$ cat config.mk
export PLATFORM = sky130hd
export DESIGN_NAME = re_link_retimer
export DESIGN_NICKNAME = d
export VERILOG_FILES = /design/src/rtl/re_link_retimer.sv
export SDC_FILE = /design/constraint.sdc
export NUM_CORES = 1
export LEC_CHECK = 0
export BUFFER_PORTS_ARGS = -buffer_cell sky130_fd_sc_hd__buf_2
export CAP_MARGIN = 30
export CORE_ASPECT_RATIO = 2
export CORE_MARGIN = 2
export CORE_UTILIZATION = 45
export CTS_BUF_LIST = sky130_fd_sc_hd__clkbuf_4 sky130_fd_sc_hd__clkbuf_8
export CTS_CLUSTER_SIZE = 14
export DETAILED_ROUTE_END_ITERATION = 8
export GPL_TIMING_DRIVEN = 0
export SETUP_SLACK_MARGIN = 0.2
export SKIP_LAST_GASP = 1
export SLEW_MARGIN = 20
export SYNTH_ARGS = -nofsm -noshare
export SYNTH_HDL_FRONTEND = slang
export SYNTH_SLANG_ARGS = --single-unit
$ cat constraint.sdc
create_clock -name clock -period 4.1 [get_ports clock]
set_clock_uncertainty 0.1 [all_clocks]
set_input_delay 0.615 -clock clock [delete_from_list [all_inputs] [get_ports clock]]
set_output_delay 0.615 -clock clock [all_outputs]
set_load 0.01 [all_outputs]
$ cat src/rtl/re_link_retimer.sv
// ============================================================================
// Module   : re_link_retimer
// Brief    : Per-link elastic token buffer in front of one retiming-unit link.
//            Forward tokens {a,r,c,d} are queued in a FIFO, a registered nack
//            is raised from occupancy/framing, and an acquire/release FSM keeps
//            a new stream out until the previous one has drained.
//            Optional feature macro: RE_LINK_RETIMER_STATS_EN (adds O_Words
//            pop counter and O_Peak occupancy high-water mark).
// Revision : 1.0 - initial release
// ============================================================================
`default_nettype none

module re_link_retimer #(
  parameter int WIDTH_DATA  = 32,
  parameter int DEPTH_FIFO  = 16,
  parameter int WIDTH_DEPTH = $clog2(DEPTH_FIFO) + 1
) (
  input  logic                   clock,
  input  logic                   reset,
  input  logic                   I_FTk_v,
  input  logic                   I_FTk_a,
  input  logic                   I_FTk_r,
  input  logic                   I_FTk_c,
  input  logic [WIDTH_DATA-1:0]  I_FTk_d,
  output logic                   O_BTk_n,
  output logic                   O_BTk_t,
  output logic                   O_FTk_v,
  output logic                   O_FTk_a,
  output logic                   O_FTk_r,
  output logic                   O_FTk_c,
  output logic [WIDTH_DATA-1:0]  O_FTk_d,
  input  logic                   I_BTk_n,
  input  logic                   I_BTk_t,
`ifdef RE_LINK_RETIMER_STATS_EN
  output logic [31:0]            O_Words,
  output logic [WIDTH_DEPTH-1:0] O_Peak,
`endif
  output logic                   O_Err
);

  localparam int c_ptr_w   = $clog2(DEPTH_FIFO);
  localparam int c_entry_w = WIDTH_DATA + 3;
  localparam logic [WIDTH_DEPTH-1:0] c_full    = WIDTH_DEPTH'(DEPTH_FIFO);
  localparam logic [WIDTH_DEPTH-1:0] c_thresh  = WIDTH_DEPTH'(DEPTH_FIFO - 1);
  localparam logic [WIDTH_DEPTH-1:0] c_cnt_one = WIDTH_DEPTH'(1);
  localparam logic [c_ptr_w-1:0]     c_ptr_one = c_ptr_w'(1);

  // Framing state: IDLE between streams, ACTIVE inside one, DRAIN after release
  typedef enum logic [1:0] {
    ST_IDLE   = 2'd0,
    ST_ACTIVE = 2'd1,
    ST_DRAIN  = 2'd2
  } state_t;

  state_t                  r_state;
  state_t                  w_state_next;
  logic [c_entry_w-1:0]    r_mem [DEPTH_FIFO];
  logic [c_ptr_w-1:0]      r_wr_ptr;
  logic [c_ptr_w-1:0]      r_rd_ptr;
  logic [WIDTH_DEPTH-1:0]  r_count;
  logic [WIDTH_DEPTH-1:0]  w_count_next;
  logic                    r_btk_n;
  logic                    r_btk_t;
  logic                    r_err;
  logic                    w_nonempty;
  logic                    w_pop;
  logic                    w_push;
  logic                    w_ovf;
  logic                    w_flush;
  logic [c_entry_w-1:0]    w_head;
  logic [c_entry_w-1:0]    w_wdata;

  assign w_nonempty = (r_count != '0);
  assign w_pop      = w_nonempty & ~I_BTk_n;
  // A full FIFO still accepts a word when the head leaves in the same cycle
  assign w_push     = I_FTk_v & ((r_count != c_full) | w_pop);
  assign w_ovf      = I_FTk_v & (r_count == c_full) & ~w_pop;
  // Downstream termination only aborts a stream that is actually in flight
  assign w_flush    = I_BTk_t & (r_state != ST_IDLE);
  assign w_head     = w_nonempty ? r_mem[r_rd_ptr] : '0;
  assign w_wdata    = {I_FTk_a, I_FTk_r, I_FTk_c, I_FTk_d};

  // Next occupancy and next framing state from accepted pushes/pops
  always_comb begin
    w_count_next = r_count;
    w_state_next = r_state;
    if (w_push && !w_pop) begin
      w_count_next = r_count + c_cnt_one;
    end else if (w_pop && !w_push) begin
      w_count_next = r_count - c_cnt_one;
    end
    case (r_state)
      ST_IDLE: begin
        if (w_push && I_FTk_a) begin
          w_state_next = I_FTk_r ? ST_DRAIN : ST_ACTIVE;
        end
      end
      ST_ACTIVE: begin
        if (w_push && I_FTk_r) begin
          w_state_next = ST_DRAIN;
        end
      end
      ST_DRAIN: begin
        // Release word leaving with nothing behind it closes the stream
        if (w_pop && w_head[WIDTH_DATA+1] && (w_count_next == '0)) begin
          w_state_next = ST_IDLE;
        end
      end
      default: w_state_next = ST_IDLE;
    endcase
    if (w_flush) begin
      w_count_next = '0;
      w_state_next = ST_IDLE;
    end
  end

  // Control registers: occupancy, pointers, state, nack/term/error flags
  always_ff @(posedge clock) begin
    if (reset) begin
      r_count  <= '0;
      r_wr_ptr <= '0;
      r_rd_ptr <= '0;
      r_state  <= ST_IDLE;
      r_btk_n  <= 1'b0;
      r_btk_t  <= 1'b0;
      r_err    <= 1'b0;
    end else begin
      r_count <= w_count_next;
      r_state <= w_state_next;
      // One entry of slack absorbs the word already launched when nack rises
      r_btk_n <= (w_count_next >= c_thresh) | (w_state_next == ST_DRAIN);
      r_btk_t <= I_BTk_t;
      if (w_ovf) begin
        r_err <= 1'b1;
      end
      if (w_flush) begin
        r_wr_ptr <= '0;
        r_rd_ptr <= '0;
      end else begin
        if (w_push) r_wr_ptr <= r_wr_ptr + c_ptr_one;
        if (w_pop)  r_rd_ptr <= r_rd_ptr + c_ptr_one;
      end
    end
  end

  // Token storage; contents are don't-care until counted in by r_count
  always_ff @(posedge clock) begin
    if (w_push && !w_flush) begin
      r_mem[r_wr_ptr] <= w_wdata;
    end
  end

`ifdef RE_LINK_RETIMER_STATS_EN
  logic [31:0]            r_words;
  logic [WIDTH_DEPTH-1:0] r_peak;

  // Pop counter (free-running wrap) and occupancy high-water mark
  always_ff @(posedge clock) begin
    if (reset) begin
      r_words <= '0;
      r_peak  <= '0;
    end else begin
      if (w_pop) r_words <= r_words + 32'd1;
      if (w_count_next > r_peak) r_peak <= w_count_next;
    end
  end

  assign O_Words = r_words;
  assign O_Peak  = r_peak;
`endif

  assign O_FTk_v = w_pop;
  assign O_FTk_a = w_head[WIDTH_DATA+2];
  assign O_FTk_r = w_head[WIDTH_DATA+1];
  assign O_FTk_c = w_head[WIDTH_DATA];
  assign O_FTk_d = w_head[WIDTH_DATA-1:0];
  assign O_BTk_n = r_btk_n;
  assign O_BTk_t = r_btk_t;
  assign O_Err   = r_err;

endmodule

`default_nettype wire
==> impl_metrics.env <==
export IMPL_slew_headroom_pct=35.6
export IMPL_hpwl_um=34100
export IMPL_worstSetupPathDepth=7
export IMPL_yosysWarnings=0
export IMPL_cp_cell_sequence="clkbuf_2, buf_6, buf_4, mux4_2, mux4_2, and2_1, buf_2"
export IMPL_tritoncts="yes"
export IMPL_avgRoutedWirePerCell_um=27.8
export IMPL_grt_usage_pct=21.0
export IMPL_netlist_cell_type_count=49
export IMPL_ant_nets=0
export IMPL_initial_core_util_pct=45.6
export IMPL_p_leak_nw=8.38
export IMPL_cp_buffers_inverters=4
export IMPL_row_count=115
export IMPL_ys_ff_latch=582
export IMPL_ys_seq_area_share_pct=76.8
export IMPL_fmax_mhz=264
export IMPL_crit_top_cell="mux4_2"
export IMPL_cts_reportedPaths_clkPinSlew_ns=0.07
export IMPL_slowest_stage="mux4_2"
export IMPL_peakVddDrop_uv=242
export IMPL_tightest_slew_ns=0.966
export IMPL_hold_path_class="in -> reg"
export IMPL_clk_latency_ns=0.66
export IMPL_clockBufferDepth=3
export IMPL_syn_nets=1021
export IMPL_status="completed"
export IMPL_netlist_instances=974
export IMPL_finish_utilization_pct=53.7
export IMPL_required_ns=3.38
export IMPL_netlist_area_sq_mm=0.0225
export IMPL_dp_cells=1733
export IMPL_crit_arrival_ns=3.08
export IMPL_timing_final_crit_share_pct=92.5
export IMPL_finalSetupViolCount=0
export IMPL_hold_violations=0
export IMPL_period_minus_slack_ns=3.79
export IMPL_crit_family="multiplexers"
export IMPL_num_nets_final=1220
export IMPL_numClockSinks=582
export IMPL_path_max_fanout=10
export IMPL_die_area_sq_mm=0.0518
export IMPL_drive_gt1_share_pct=39.7
export IMPL_drt_pass1_iter_count=4
export IMPL_routed_wl_um=52400
export IMPL_holdBufCountCts=0
export IMPL_worst_setup_path_start_kind="flop"
export IMPL_vias=10700
export IMPL_grt_ovfl_total=0
export IMPL_cts_made_buffers=81
export IMPL_drtIter0Drc=961
export IMPL_criticalPathCategory="reg -> out"
export IMPL_grt_first_pass_wirelength_um=77400
export IMPL_worstSetupEndpointType="output pin"
export IMPL_r2r_cells=10
export IMPL_synth_area_leader_cell="edfxtp_1"
export IMPL_die_x_um=162
export IMPL_cts_htree_levels=3
export IMPL_vias_per_cell=5.69
export IMPL_powerDensity_mw_per_mm2=508
export IMPL_clockRootBuffer="clkbuf_8"
export IMPL_netlist_area_leader_share_pct=74.9
export IMPL_grt_antenna_before_repair=6
export IMPL_nFillCells=3842
export IMPL_hold_path_depth=2
export IMPL_core_sq_mm=0.0492
export IMPL_syn2layout_area_growth_pct=17.7
export IMPL_synth_edff_count=560
export IMPL_cap_violations=0
export IMPL_synth_area_leaders="edfxtp_1 (75%), mux4_2 (17%), dfxtp_1 (2.0%)"
export IMPL_synth_main_ff_cell="edfxtp_1"
export IMPL_first_global_vias=11800
export IMPL_rsz0062_at_grt="false"
export IMPL_grt_max_degree=19
export IMPL_drc=0
export IMPL_gp_congestion=0.759
export IMPL_dieHeight_um=320
export IMPL_io_pins=79
export IMPL_async_flop_share_pct=0
export IMPL_critPathMaxStageDelay_ns=0.55
export IMPL_port_buffers=77
export IMPL_final_max_slew_viol_count=0
export IMPL_instances_no_fill=1885
export IMPL_syn_area_per_cell_sq_um=23.1
export IMPL_hold_ws_ns=0.0650
[area by class of cell]
class / count / area [sq um] / share of cell area (%)
diodes: 2 / 5.00 / 0.0189
plain buffers: 51 / 317 / 1.20
clock buffers: 108 / 1320 / 5.01
clock inverters: 42 / 338 / 1.28
inverters: 7 / 26.3 / 0.0994
multi-input cells: 334 / 5030 / 19.0
flip-flops and latches: 582 / 17300 / 65.3
well taps: 643 / 805 / 3.04
repair buffers: 116 / 1330 / 5.03
[what timing repair did]
item / 4_1_cts / 5_1_grt
buffers inserted: 0 / 0
pin swaps: 0 / 0
gates cloned: 0 / 0
setup endpoints to repair: 34 / 8
resized for setup: 31 / 4
[synthesized netlist by cell type (2+ instances only)]
cell type    n
nor2b_1      2
xnor2_1      3
o21ai_0      2
buf_1        9
buf_2       11
nand3_1      2
nor2_1      33
o211ai_1     3
mux4_2     173
o22ai_1      2
a31oi_1      6
nor4_1       2
mux2i_1      4
a21oi_1      7
ha_1         7
edfxtp_1   560
nor3_1       3
buf_4        8
buf_6        4
a21o_1       2
dfxtp_1     22
nand2_1     15
clkbuf_1    19
and2_1      37
or3_1        2
xor2_1       5
inv_1        7
nand4_1      3
[through the flow]
step	setup TNS (ns)	setup slack, ns	instance area [sq um]	power, W
global placement	-971.73	-1.86	23700	0.00894
detailed placement	0	0.405	24700	0.00900
floorplan	0	0.554	22500	0.00818
global route	0	0.201	26400	0.0139
finish	0	0.307	26400	0.0134
CTS	0	0.212	26400	0.0136
[metal layers]
layer  global-route usage (%)  vias up  share of wire, %
met3                     3.53      100               4.9
met5                        0        -             0.084
li1                         -     4529                 -
met4                     7.91        6               2.8
met2                     37.2      350                54
met1                     25.8     5749                38
[registers in the layout, summed over array words and instances (netlist names), named ones only]
name / cells
O_Err: 1
O_BTk_n: 1
r_count: 5
O_BTk_t: 1
r_rd_ptr: 4
r_mem: 560
r_wr_ptr: 4
r_state: 2
[cells in the final DEF, fill, tap and decap left out, types with 7 or more instances in the layout]
master / n
clkbuf_2: 11
ha_1: 7
buf_4: 10
buf_2: 91
clkinv_2: 15
inv_1: 7
and2_1: 37
nor2_1: 17
buf_6: 9
clkbuf_4: 31
mux4_2: 173
dfxtp_1: 22
clkinv_1: 15
nor2_4: 16
a21oi_1: 7
buf_12: 7
edfxtp_1: 560
nand2_1: 15
clkbuf_8: 82
buf_16: 27
[power breakdown]
group	internal (W)	total, W	switching (W)
Combinational	0.00104	0.00219	0.00115
Sequential	0.00661	0.00665	0.0000385
Clock	0.00244	0.00458	0.00214
Total	0.0101	0.0134	0.00333
[logic make-up after synthesis]
| logic type | Yosys count | share of synthesized area (%) |
|---|---|---|
| flip-flops | 582 | 76.8 |
| multiplexers | 178 | 17.6 |
| AND/OR/NAND/NOR | 111 | 2.70 |
| buffers and inverters | 58 | 1.30 |
| AO/OA/AOI/OAI | 30 | 0.902 |
| XOR/XNOR | 8 | 0.312 |
| adder cells (fa/ha/maj) | 7 | 0.390 |
[final timing paths]
check	slack, ns	to	from
setup / recovery	0.31	O_FTk_d[25]	flop
hold / removal	0.06	O_BTk_t	reset
setup reg to reg	0.62	r_mem[7][27]	r_count[1]
hold reg to reg	0.40	O_Err	O_Err
No activity file was read; power rests on OpenSTA's default activity.
